$ cat src/rtl/vc_arbiter.sv
// Two-VC arbiter: pops VC0/VC1 with VC0 priority plus a burst cap, and routes each
// word to D0/D1 by its destination bit through a two-stage pop->push pipeline.
module vc_arbiter #(
  parameter int DATA_WIDTH = 6,
  parameter int DEST_BIT   = 4,
  parameter int BURST_MAX  = 4
) (
  input  logic                  clk,
  input  logic                  reset,
  input  logic                  init,
  input  logic                  empty_vc0,
  input  logic                  empty_vc1,
  input  logic [DATA_WIDTH-1:0] head_vc0,
  input  logic [DATA_WIDTH-1:0] head_vc1,
  input  logic [DATA_WIDTH-1:0] data_vc0,
  input  logic [DATA_WIDTH-1:0] data_vc1,
  input  logic                  almost_full_d0,
  input  logic                  almost_full_d1,
  input  logic                  full_d0,
  input  logic                  full_d1,
  output logic                  pop_vc0,
  output logic                  pop_vc1,
  output logic                  push_d0,
  output logic                  push_d1,
  output logic [DATA_WIDTH-1:0] data_out,
  output logic                  idle,
  output logic                  error
);
  localparam int STAGES = 2;
  localparam int BW     = 4;

  typedef enum logic [1:0] {INIT, IDLE, ACTIVE} state_t;

  state_t                  state, state_nxt;
  logic [BW-1:0]           burst, burst_nxt;
  logic [STAGES:1]         vld_pipe;
  logic                    sel_vc1;
  logic                    popped0, popped1;
  logic                    run, elig0, elig1, grant0, grant1;
  logic [DATA_WIDTH-1:0]   cap;
  logic                    unused_ok;

  // Only the destination bit of the head peek matters here.
  assign unused_ok = ^{head_vc0, head_vc1};

  assign run   = init && (state != INIT);
  // A VC just popped still shows its old head for one cycle, so it sits out.
  assign elig0 = run && !empty_vc0 && !popped0 &&
                 !(head_vc0[DEST_BIT] ? almost_full_d1 : almost_full_d0);
  assign elig1 = run && !empty_vc1 && !popped1 &&
                 !(head_vc1[DEST_BIT] ? almost_full_d1 : almost_full_d0);

  assign grant0  = elig0 && (!elig1 || burst < BW'(BURST_MAX));
  assign grant1  = elig1 && !grant0;
  assign pop_vc0 = grant0;
  assign pop_vc1 = grant1;

  assign cap = sel_vc1 ? data_vc1 : data_vc0;

  always_comb begin
    burst_nxt = burst;
    if (grant0 && elig1)
      burst_nxt = (burst < BW'(BURST_MAX)) ? burst + 1'b1 : burst;
    else if (grant1 || !elig1)
      burst_nxt = '0;

    state_nxt = state;
    case (state)
      INIT:    state_nxt = IDLE;
      IDLE:    if (elig0 || elig1) state_nxt = ACTIVE;
      ACTIVE:  if (!elig0 && !elig1 && vld_pipe == '0) state_nxt = IDLE;
      default: state_nxt = INIT;
    endcase
    if (!init) state_nxt = INIT;
  end

  always_ff @(posedge clk or negedge reset) begin
    if (!reset) begin
      state    <= INIT;
      burst    <= '0;
      vld_pipe <= '0;
      sel_vc1  <= 1'b0;
      popped0  <= 1'b0;
      popped1  <= 1'b0;
      push_d0  <= 1'b0;
      push_d1  <= 1'b0;
      data_out <= '0;
      idle     <= 1'b1;
      error    <= 1'b0;
    end else if (!init) begin
      // Dropping init discards in-flight words and clears the sticky error.
      state    <= INIT;
      burst    <= '0;
      vld_pipe <= '0;
      sel_vc1  <= 1'b0;
      popped0  <= 1'b0;
      popped1  <= 1'b0;
      push_d0  <= 1'b0;
      push_d1  <= 1'b0;
      data_out <= '0;
      idle     <= 1'b1;
      error    <= 1'b0;
    end else begin
      state    <= state_nxt;
      burst    <= burst_nxt;
      popped0  <= grant0;
      popped1  <= grant1;
      vld_pipe <= {vld_pipe[1], grant0 | grant1};
      sel_vc1  <= grant1;
      push_d0  <= vld_pipe[1] && !cap[DEST_BIT];
      push_d1  <= vld_pipe[1] &&  cap[DEST_BIT];
      data_out <= vld_pipe[1] ? cap : '0;
      idle     <= (state_nxt != ACTIVE);
      error    <= error | (push_d0 & full_d0) | (push_d1 & full_d1);
    end
  end

endmodule

$ cat config.mk
export PLATFORM = sky130hd
export DESIGN_NAME = vc_arbiter
export DESIGN_NICKNAME = d
export VERILOG_FILES = /design/src/rtl/vc_arbiter.sv
export SDC_FILE = /design/constraint.sdc
export NUM_CORES = 1
export LEC_CHECK = 0
export CAP_MARGIN = 5
export CORE_ASPECT_RATIO = 0.5
export CORE_UTILIZATION = 29
export CTS_BUF_LIST = sky130_fd_sc_hd__clkbuf_8
export CTS_CLUSTER_SIZE = 24
export DETAILED_ROUTE_END_ITERATION = 8
export HOLD_SLACK_MARGIN = 0.15
export SLEW_MARGIN = 20
export SYNTH_ARGS = -nofsm -noshare
export SYNTH_HDL_FRONTEND = slang
export SYNTH_SLANG_ARGS = --single-unit
export TNS_END_PERCENT = 1
$ cat constraint.sdc
create_clock -name clk -period 2.09 [get_ports clk]
set_input_delay 0.627 -clock clk [delete_from_list [all_inputs] [get_ports clk]]
set_output_delay 0.627 -clock clk [all_outputs]
set_load 0.01 [all_outputs]
# == Word level (Yosys, flattened, before mapping) ==
# Cells that the tools add are included.
# word_totals
ff_bits,20
output_inout_bits,12
inputBits,33
word_cells,74
# classes
n_bitwise,5
mux,21
reduce_logical,31
magnitude_cmp,1
n_eq_ne,5
addsub,1
# ops
op,n
$mux 6,3
$mux 4,4
$logic_and 1x1->1,14
$logic_not 1->1,10
$mux 2,5
$mux 1,8
$pmux 2 s3,1
$add 4x1->4 const B,1
$logic_not 2->1,2
$lt 4x3->1 const B,1
$logic_or 1x1->1,3
$ne 3x1->1 const B,1
$ne 3x3->1 const B,1
$or 1x1->1,3
$and 1x1->1,2
$eq 2x1->1 const B,1
$eq 2x2->1 const B,1
$ne 2x2->1 const B,1
$reduce_and 2->1,1
$reduce_bool 2->1,1

# == Logic depth before layout (Yosys ltp) ==
# depth
ltp_word,14
depth_mapped,4
depth_no_buf,4

# == Least setup slack after synthesis ==
# Ideal clock, no wire load.
# synth_path
kind,input to output
start,input port head_vc0[4]
end,output port pop_vc0
t_arrival_ps,1492
t_required_ps,1463
path_buffers,0
slack_ps,-29
path_stages,3
cell_sequence,mux2_4 or3_4 nor2_1
# synth_between
elab_chain_len,4
# synth_lines
element,line_no,text
from (decl),13,"input logic [DATA_WIDTH-1:0] head_vc0,"
$mux 1,49,!(head_vc0[DEST_BIT] ? almost_full_d1 : almost_full_d0);
$logic_not 1->1,49,
$logic_and 1x1->1,48,assign elig0 = run && !empty_vc0 && !popped0 &&
$logic_and 1x1->1,53,assign grant0 = elig0 && (!elig1 || burst < BW'(BURST_MAX));
to (decl),21,"output logic pop_vc0,"
# Every way passes these cells.

# == Worst setup path in the final report ==
# Ends and elaborated chain as after synthesis.

==> qor.txt <==
Clock latency on the worst-skew pair - 260 ps
Worst path required time - 1460 ps
Syn_nets - 111
Die area - 3262 µm²
Non-Filler Instances - 177
Mapped Area - 877.1 µm²
Port Buffers - 34
Hold slack - 452.5 ps
Slew Limit Fails - 0
Cell Pwr Density - 578.7 nW/µm²
Setup Skew - 4.388 ps
CTS tree - yes
Total Routed Length - 2.149 mm
Max Fclk - 446.3 MHz
FF/Latch Area - 476.7 µm²
Clock root cell - clkbuf_8
Multi-input gate area - 401.6 µm²
CP Capture Type - output port
#FFs+latches synth - 19
Cells after Synth - 77
Post-layout net count - 175
H-tree depth - 1
DRT antenna net count - 0
Die X - 79.78 µm
Number of buffers created by CTS - 3
Worst IR drop on VDD - 0.2395 mV
Async SR Flop Fraction - 1.000
CP startpoint kind - primary input
Hold Crit Depth - 1
EDFF count, synth - 0
DRT iter0 DRCs - 22
Largest net degree at the start of global routing - 20
Post-synthesis sequential area ratio - 0.5435
Proportion of layout cells with a drive suffix above 1 - 0.3357
DR pass1 iterations - 3
Top Ports - 45
Worst r2r path cells - 13
Synth unique cells - 29
Area Growth Syn to Fin - 71.61%
Final setup fails - 3
Detailed-route DRC error count - 0
Part of the cycle the worst path needs - 1.072
Setup slack after layout - -150.7 ps
Initial core utilization - 0.3210
Hold Vio Cnt, Final - 0
RD Place Congestion - 0.7859
Filler instances - 249
Max clock buf depth - 2
WS Path Type - in -> out
# diodes - 0
Max incr delay on CP - 390 ps
Avg Cell Area, Syn - 11.39 µm²
Synth Flop Type - dfrtp_1
Worst-path clk slew - 70 ps
First-pass GRT wire length - 3.560 mm
Shortest period the worst path allows - 2241 ps
Dpl cells - 160
Post-layout util - 0.5508
Worst EP arrival - 1610 ps
WL per Instance - 12.14 µm
Sinks on Clock Net - 19
Die Y-Extent - 40.89 µm
Ys Warns - 0
Initial antenna violation count - 0
Vias in the first global route - 775
Core ar. - 2733 µm²
RSZ-0062 raised after global routing - yes
Max-cap viol count - 0
GRT Total Usage - 0.1565
Vias - 789
Failing checks - negative setup slack
Status - finished, violations left
CP cell instances - buf_8 -> mux2_4 -> or3_4 -> nor2_4 -> buf_6
Row count - 13
Slowest cell on crit path - or3_4
Grt ovf - 0
HP Class - reg -> reg
Most frequent cells in the layout - buf_4, clkdlybuf4s50_1, dfrtp_1
Critical Path Fanout Max - 2
CTS Hold Bufs - 0
HPWL after DPL - 1.582 mm
Vias per inst - 4.458
Pleak - 0.7099 nW
Commonest non-fill, non-tap cell in the layout - buf_4
[metal layers]
metal | up-vias | global-route usage | share of wire | routed length (µm)
li1 | 396 | - | - | -
met1 | 380 | 0.1889 | 0.46 | 998
met2 | 11 | 0.2778 | 0.50 | 1081
met3 | 2 | 0.04000 | 0.026 | 56
met4 | 0 | 0.07143 | 0.0060 | 13
met5 | - | 0 | 0 | 0
[timing repair]
action / in CTS / in global routing
setup endpoints to repair: 2 / 3
pin swaps: 5 / 3
setup buffers: 12 / 1
gates resized for setup: 38 / 4
[worst max-delay path: cells and delay by family]
kind	cells	cell delay [ps]
buffers and inverters	2	200
muxes	1	290
and+or+nand+nor	2	490
[through the flow]
stage / instance area, µm² / power [mW] / setup TNS (ps) / worst slack [ps]
floorplan: 879.6 / 0.4864 / 0 / 1.778
global placement: 1353 / 0.6019 / -2407 / -973.7
detailed placement: 1353 / 0.6053 / -2528 / -999.3
CTS: 1476 / 0.8724 / -225.4 / -160.3
global route: 1505 / 0.9249 / -417.7 / -174.0
finish: 1505 / 0.8710 / -315.5 / -150.7
[worst paths after layout]
check                                 to  slack (ps)        start
worst max-delay path             pop_vc0        -150  head_vc0[4]
worst min-delay path            burst[0]         450     burst[0]
worst max register to register   popped0         -10     burst[2]
worst min register to register  burst[0]         450     burst[0]
max in group asynchronous           idle        1130        reset
min in group asynchronous        push_d0         700        reset
[synthesized netlist by cell type (2+ instances only)]
cell | count | area share
nor3_1 | 3 | 0.017
nor2b_1 | 4 | 0.029
inv_1 | 2 | 0.0086
a221oi_1 | 2 | 0.020
nor2_1 | 13 | 0.056
dfrtp_1 | 18 | 0.51
nand2_1 | 5 | 0.021
a311oi_1 | 2 | 0.020
mux2i_1 | 8 | 0.091
[where the power goes]
part           switching [mW]  leakage [nW]  internal (mW)
sequential             0.0100         0.255          0.389
combinational          0.0905         0.428          0.133
clock                   0.118        0.0269          0.131
[sequential cells by signal, indices dropped and copies added, names as in the netlist]
signal / count
popped1: 1
push_d0: 1
data_out: 6
burst: 4
error: 1
popped0: 1
idle: 1
vld_pipe: 2
state: 2
[cell families (layout without fill, tap and decap cells)]
kind of cell / after synthesis / in the layout / share of synthesized area
mux: 10 / 10 / 0.1213
xor+xnor: 1 / 1 / 0.009988
other cells: 1 / 1 / 0.004275
simple gates: 31 / 31 / 0.1740
fa+ha+maj: 1 / 1 / 0.01426
compound gates: 10 / 10 / 0.1027
buf+inv: 4 / 67 / 0.02996
flops: 19 / 19 / 0.5435
[final cells by class]
class,count,area share
sequential,19,0.3167
inverter,2,0.004988
clock buffer,3,0.02743
timing repair buffer,61,0.3508
multi-input combinational,54,0.2668
clock inverter,1,0.002494
tap,37,0.03076
Note: power is estimated with default switching activity, not from simulation.
==> edit (same flow settings) <==
The localparam `BW` goes from 4 to 6.
--- a/src/rtl/vc_arbiter.sv
+++ b/src/rtl/vc_arbiter.sv
@@ -27,7 +27,7 @@
   output logic                  error
 );
   localparam int STAGES = 2;
-  localparam int BW     = 4;
+  localparam int BW     = 6;
 
   typedef enum logic [1:0] {INIT, IDLE, ACTIVE} state_t;
 
Check against the original RTL: same outputs for any inputs over 10 cycles, from zero or initial values and one cycle with reset low; that may be too few to reach the edited logic, so the function may still have changed.
==> edit against the unedited design <==
- wire length shrank 10%
- synthesized area increased by 3.9%
- non-clock buffer count is 9 lower
- worst setup slack gained 200 ps
- final area down 3.2%
- count of clock-buffer cells in the layout unchanged
- sequential cell count grew 2
- power down 0.71%
- critical path type unchanged
- critical endpoint is now pop_vc1
==> edit: results (changes against the unedited design) <==
Cells and area
  – Fraction of layout cells with a size suffix above 1: 29.92% (-3.7 points)
  – Largest regs: burst (6), data_out (5)
  – Seq. cell area: 526.8 µm² (+10%)

Power
  – Static Leak: 0.0006576 µW (-7.4%)
  – Worst IR Drop VDD: 0.2886 mV (+20%)

Place
  – Placed Instances: 157 (-1.9%)
  – DPL Wire Length: 1544 µm (-2.4%)
  – Placed inst area: 0.001401 mm² (+3.6%)
  – GP Congestion: 0.6804 (-13%)

Global route
  – Total track usage: 12.61% (-3.0 points)
  – Initial antenna violation count: 0 (unchanged)
  – Vias in the first global route: 685 (-12%)
  – First-pass GRT wire length: 3194 µm (-10%)
  – Largest net degree at the start of global routing: 22 (+10%)

Yosys
  – Synth cell types: 31 (+6.9%)
  – Synth area leaders: dfrtp_1, mux2i_1, nor2_1, dfstp_2, o2111a_1
  – Synth Area in Compound Gates: 11.81% (+1.5 points)
  – Most frequent cells after synthesis: dfrtp_1, nor2_1, mux2i_1
  – Xor/xnor cell area share of the yosys netlist: 1.923% (+0.92 points)
  – Register area share after synthesis: 57.83% (+3.5 points)
  – Mux contribution to synthesized area: 9.203% (-2.9 points)
  – Synth Area in Adders: 1.374% (-0.053 points)
  – Synth Instances: 72 (-6.5%)

Detailed routing
  – Vias per Instance: 4.500 (+0.95%)
  – Number of DRC markers in iteration 0: 7 (-68%)
  – WL/cell: 11.77 µm (-3.0%)
  – Final wirelength: 1931 µm (-10%)
  – Pre-antenna DRT Iters: 4 (+1)

Setup path
  – CP delay by family, top: buffers and inverters
  – Slowest cell on crit path: a311oi_2
  – CP max stage delay: 220 ps (-170 ps)
  – CP Data Arrival Time: 1410 ps (-200 ps)
  – R2r setup slk: 760 ps (+770 ps)

CTS
  – Clock-pin transition on the worst setup and hold timing paths: 70 ps (about the same)

Outcome
  – Outcome: finished clean

Timing
  – Layout Skew: 3.090 ps (-1.298 ps)
-- edit: cell types whose count changed in the layout (fill, tap and decap cells not counted), sizes merged, moves of 2 or more --
cell           delta
nand2             -2
clkdlybuf4s15     +2
buf              -10
conb              +2
nor3b             +2
nor2              -3
or2               -2
o2111a            +2
mux2              -2
dfrtp             +2
nor2b             -2
-- edit: worst paths after layout --
path | start | endpoint | depth (start not counted)
max | head_vc0[4] | pop_vc1 | 5
min | burst[0] | burst[0] | 1
max reg2reg | burst[5] | burst[2] | 4
min reg2reg | burst[0] | burst[0] | 1
max in group asynchronous | reset | idle | 2
min in group asynchronous | reset | burst[5] | 2
-- edit: report_power, final --
| part | leakage [µW] | internal (µW) | switching, µW |
|---|---|---|---|
| sequential | 0.000279 | 426 | 11.3 |
| combinational | 0.000352 | 106 | 73.0 |
| clock | 0.0000269 | 130 | 118 |
-- edit: cell type report --
type	count	share of cell area [%]
clock inverters	1	0.2577
flip-flops and latches	21	36.17
clock buffers	3	2.835
repair buffers	52	30.93
multi-input cells	48	26.12
well taps	37	3.179
inverters	2	0.5155
-- edit: what timing repair did --
action | in CTS | in global routing
setup endpoints to repair | 2 | 2
buffers inserted | 2 | 1
hold buffers | 0 | 0
cloned | 0 | 0
pin swaps | 4 | 4
resized for setup | 31 | 3
-- edit: cell families after synthesis --
kind of cell | after synthesis
simple gates | 22
fa+ha+maj | 1
mux | 8
other cells | 1
buf+inv | 5
flops | 21
xor+xnor | 2
compound gates | 12
-- edit: metrics by stage --
stage               worst slack (ps)  total power, µW  hold WS (ps)
floorplan                      42.87            510.4         331.4
global placement              -741.6            619.5         430.4
detailed placement            -819.3            621.1         441.6
CTS                            4.028            878.6         451.5
global route                   8.579            914.9         465.6
finish                         52.21            864.8         446.3
-- edit: per-layer routing --
metal | GRT usage (%) | vias to the layer above | share of wire (%)
met4 | 2.143 | 0 | 0.67
met2 | 18.83 | 6 | 48
met1 | 18.04 | 368 | 49
li1 | - | 362 | -
met5 | 0 | - | 0
met3 | 3.956 | 2 | 1.8
